`config.mk`:
```
export PLATFORM = sky130hd
export DESIGN_NAME = tdm_one_four_demux
export DESIGN_NICKNAME = d
export VERILOG_FILES = /design/src/rtl/tdm_one_four_demux.sv
export SDC_FILE = /design/constraint.sdc
export NUM_CORES = 1
export LEC_CHECK = 0
export CAP_MARGIN = 20
export CORE_MARGIN = 5
export CORE_UTILIZATION = 25
export CTS_CLUSTER_SIZE = 10
export DETAILED_ROUTE_END_ITERATION = 10
export PLACE_DENSITY = 0.46
export SLEW_MARGIN = 20
export SYNTH_ARGS = -nofsm -noshare
export SYNTH_HDL_FRONTEND = slang
export SYNTH_SLANG_ARGS = --single-unit
```
`constraint.sdc`:
```
create_clock -name clk -period 1.81 [get_ports clk]
set_clock_uncertainty 0.05 [all_clocks]
set_input_delay 0.362 -clock clk [delete_from_list [all_inputs] [get_ports clk]]
set_output_delay 0.362 -clock clk [all_outputs]
set_load 0.02 [all_outputs]
```
`src/rtl/tdm_one_four_demux.sv`:
```
// One-to-four TDM demultiplexer with frame sync tracking.
// Slots 0..2 are shadowed; slot 3 completes the frame into y0..y3.
module tdm_one_four_demux #(
    parameter int WIDTH = 1
) (
    input  logic             clk,
    input  logic             rst,
    input  logic             en,
    input  logic             sync,
    input  logic [WIDTH-1:0] din,
    output logic             s1,
    output logic             s0,
    output logic [WIDTH-1:0] y0,
    output logic [WIDTH-1:0] y1,
    output logic [WIDTH-1:0] y2,
    output logic [WIDTH-1:0] y3,
    output logic             valid,
    output logic             sync_err
);

    typedef enum logic {HUNT = 1'b0, LOCKED = 1'b1} state_t;

    state_t           state_q;
    state_t           state_d;
    logic [1:0]       slot_q;
    logic [1:0]       slot_d;
    logic [WIDTH-1:0] sh0;
    logic [WIDTH-1:0] sh1;
    logic [WIDTH-1:0] sh2;

    logic store0;
    logic store_mid;
    logic frame_done;
    logic err;

    // State register
    always_ff @(posedge clk) begin
        if (rst) begin
            state_q <= HUNT;
        end else begin
            state_q <= state_d;
        end
    end

    // Next-state logic
    always_comb begin
        state_d = state_q;
        if (en) begin
            unique case (state_q)
                HUNT: begin
                    if (sync) state_d = LOCKED;
                end
                LOCKED: begin
                    if (!sync && slot_q == 2'd0) state_d = HUNT;
                end
                default: state_d = HUNT;
            endcase
        end
    end

    // Per-sample actions and slot update
    always_comb begin
        slot_d     = slot_q;
        store0     = 1'b0;
        store_mid  = 1'b0;
        frame_done = 1'b0;
        err        = 1'b0;
        if (en) begin
            unique case (state_q)
                HUNT: begin
                    if (sync) begin
                        store0 = 1'b1;
                        slot_d = 2'd1;
                    end else begin
                        slot_d = 2'd0;
                    end
                end
                LOCKED: begin
                    if (sync) begin
                        // early sync restarts the frame from this sample
                        store0 = 1'b1;
                        slot_d = 2'd1;
                        err    = (slot_q != 2'd0);
                    end else if (slot_q == 2'd0) begin
                        err    = 1'b1;
                        slot_d = 2'd0;
                    end else if (slot_q == 2'd3) begin
                        frame_done = 1'b1;
                        slot_d     = 2'd0;
                    end else begin
                        store_mid = 1'b1;
                        slot_d    = slot_q + 2'd1;
                    end
                end
                default: slot_d = 2'd0;
            endcase
        end
    end

    always_ff @(posedge clk) begin
        if (rst) begin
            slot_q   <= 2'd0;
            sh0      <= '0;
            sh1      <= '0;
            sh2      <= '0;
            y0       <= '0;
            y1       <= '0;
            y2       <= '0;
            y3       <= '0;
            valid    <= 1'b0;
            sync_err <= 1'b0;
        end else begin
            slot_q   <= slot_d;
            valid    <= frame_done;
            sync_err <= err;
            if (store0) sh0 <= din;
            if (store_mid && slot_q == 2'd1) sh1 <= din;
            if (store_mid && slot_q == 2'd2) sh2 <= din;
            if (frame_done) begin
                y0 <= sh0;
                y1 <= sh1;
                y2 <= sh2;
                y3 <= din;
            end
        end
    end

    assign s1 = slot_q[1];
    assign s0 = slot_q[0];

endmodule

```
==> results.py <==
metrics = {
    "synthesis": {
        "synth_top_family_by_area": "simple AND/OR/NAND/NOR gates",
        "mappedNetlistArea_sq_um": 534,
        "synth_compound_gate_area_share_pct": 7.73,
        "post_synth_mux_area_share_pct": 11.2,
        "synthesis.instances": 54,
        "ys_seq_area_share_pct": 45.0,
        "synthDistinctLibCells": 17,
        "synth_fa_ha_area_share_pct": 14.1,
        "nets_in_the_synthesized_netlist": 65,
        "ys_seq_elements": 12,
        "post_synth.cell_area_avg_sq_um": 9.89,
        "yosys.area_share.simple_pct": 17.1,
        "ys_warns": 0,
        "synth-xor-area-share_pct": 0,
    },
    "timing": {
        "fin_crit_ps": 1720,
        "count_of_final_hold_check_violations": 0,
        "timing.fmax_mhz": 583,
        "period_share_pct": 94.8,
        "report.final.setup_viol": 0,
        "tightest_pin_transition_ps": 232,
        "final-max-slew-violation-count": 0,
        "worst_slew_margin_rel_pct": 84.5,
        "final.setup.tns_ps": 0,
        "grt_setup_unrepaired": "no",
    },
    "power": {
        "pwr_density_cell_nw_per_um2": 730,
        "total_power_consumption_of_the_routed_design_uw": 533,
        "worst_ir_drop_vdd_uv": 263,
        "cellLeakagePower_nw": 0.355,
    },
    "finish": {
        "fillerInstances": 215,
        "multiInputGateArea_sq_um": 268,
        "area_of_all_sequential_standard_cells_sq_um": 240,
        "area_delta_synth_final_pct": 36.8,
        "drive_above_1_share_pct": 10.0,
        "stdcell_count": 97,
        "layout.cells.most_common": "dfxtp_1",
        "final_net_count": 82,
        "antenna_cells": 0,
        "layout.cells.most_common_list": "dfxtp_1, clkdlybuf4s50_1, nor2_1, mux2i_1, ha_1",
        "final_design_area_excluding_fillers_sq_um": 731,
    },
    "placement": {
        "dpl.hpwl_um": 796,
        "placed_cells": 93,
        "portBuffers": 12,
        "placed_area_sq_um": 692,
        "routabilityCongestion": 0.787,
    },
    "setup_path": {
        "critPathBufInv": 1,
        "cp-end-kind": "output port",
        "timing.reg2reg.setup_slack_ps": 400,
        "timing.critical_path.cells": "clkdlybuf4s50_1",
        "worst_r2r_endpoint": "sh1",
        "worst_path_max_delay_cell": "clkdlybuf4s50_1",
        "r2r_cells": 5,
        "timing.critical_path.max_delay_family": "buffers and inverters",
        "crit_path_max_fanout": 5,
        "timing.setup.critical_path_class": "reg -> out",
        "worstReg2RegStart": "slot_q[1]",
        "worst-endpoint-arrival_ps": 1300,
        "critical_path.startpoint_type": "flop",
        "worst_path_largest_cell_delay_ps": 630,
        "worst_ep_required_time_ps": 1400,
    },
    "routing": {
        "drt.antenna.violating_nets": 0,
        "wl_mm": 1.01,
        "drt_pass1_iterations": 4,
        "post-route-drc-count": 0,
        "num_vias": 402,
        "first_iter_violations": 7,
        "avgRoutedWirePerCell_um": 10.4,
        "via_per_inst": 4.14,
    },
    "run_status": {
        "run_status": "completed",
    },
    "grt": {
        "vias_in_the_first_global_route": 389,
        "globalRoute.totalOverflow": 0,
        "wire_length_of_the_first_global_routing_pass_mm": 1.73,
        "grt_use_total_pct": 6.93,
        "grt_start_max_net_pins": 10,
        "antenna_violations_before_repair": 0,
    },
    "cts": {
        "cts_max_level": 1,
        "cts.repair_timing.setup_buffer_count": 0,
        "clk_transition_reported_paths_ps": 80,
        "cts_tree": "done",
        "clockRootBuffer": "clkbuf_4",
        "cts_hold_repair.buffers": 0,
        "clock_latency_ps": 270,
        "cts_buffer_depth": 2,
        "post_cts_sizing": 0,
        "cts_sinks": 12,
        "cts_made_buffers": 3,
    },
    "hold_path": {
        "hold_path_end": "sh1",
        "holdCritStartpoint": "sh1",
        "worst_hold_path_type": "reg -> reg",
        "min_path_cells": 2,
    },
    "flow_run": {
        "maxCapViolations": 0,
    },
    "floorplanning": {
        "num_rows": 16,
        "fp.dieArea_sq_um": 3160,
        "die_height_um": 56.2,
        "die_w_um": 56.2,
        "core_area_sq_um": 2000,
        "io-pin-count": 13,
        "initial_cell_density_of_the_core_pct": 26.7,
    },
}
per-layer routing:
metal	GRT usage, %	part of all wire (%)
met5	0	0
met4	5.08	2.5
met3	1.62	4.6
met2	10.0	42
met1	8.83	51
tightest hold or removal path, delay by kind of cell, from the launching register on:
family | cells | cell delay [ps]
DFF | 1 | 310
and+or+nand+nor | 1 | 70
muxes | 1 | 60
kinds of logic (layout without fill, tap and decap cells):
logic type	count (synthesis)	in the layout
AOI/OAI and AO/OA	7	7
adders and majority gates	6	6
buffers and inverters	6	22
DFF	12	12
muxes	6	6
and+or+nand+nor	17	17
layout make-up:
type                       count  area share, %
multi-input combinational     36           36.6
inverter                       4           2.05
tap                           27           4.62
clock buffer                   4           4.97
sequential                    12           32.9
timing repair buffer          14           18.8
where the power goes:
part,internal (mW),switching (mW),leakage (nW)
Clock,0.122,0.0924,0.0210
Sequential,0.269,0.00552,0.0973
Combinational,0.0230,0.0220,0.237
how the worst max path moves through the flow:
| stage | start | endpoint | slack [ps] | cells after the start |
|---|---|---|---|---|
| 2_1_floorplan | slot_q[1] | sh1 | 390 | 5 |
| 6_report | slot_q[0] | s0 | 90 | 1 |
| 5_1_grt | slot_q[0] | s0 | 20 | 1 |
| 3_3_place_gp | sync | y2 | 190 | 4 |
| 3_5_place_dp | sync | y1 | 170 | 4 |
| 4_1_cts | slot_q[1] | s1 | 20 | 1 |
state kept, by name, indices dropped and copies added, names as in the netlist:
register,count
valid,1
sh2,1
sync_err,1
slot_q,2
sh1,1
state_q,1
y2,1
y3,1
sh0,1
y1,1
y0,1
metrics by stage:
stage | setup WS (ps) | util, % | hold WS (ps)
after CTS | 22.9 | 36.4 | 442
after floorplan | 390 | - | 401
after detailed placement | 166 | 34.6 | 431
after global routing | 23.2 | 36.5 | 483
final | 94.2 | 36.5 | 434
after global placement | 187 | 34.6 | 424
synthesized netlist by cell type:
library cell | number | share of area (%)
ha_1 | 6 | 14
a211oi_1 | 1 | 1.4
nand3_1 | 1 | 0.94
clkbuf_1 | 1 | 0.70
nand2b_1 | 3 | 3.5
nand4b_2 | 1 | 2.8
nor2_1 | 7 | 4.9
dfxtp_1 | 12 | 45
nor3_1 | 1 | 0.94
and4b_1 | 1 | 1.9
buf_4 | 1 | 1.4
inv_1 | 4 | 2.8
o21ai_0 | 1 | 0.94
nand2_1 | 3 | 2.1
a311oi_1 | 1 | 1.6
a21oi_1 | 4 | 3.7
mux2i_1 | 6 | 11
Note: power is estimated with default switching activity, not from simulation.
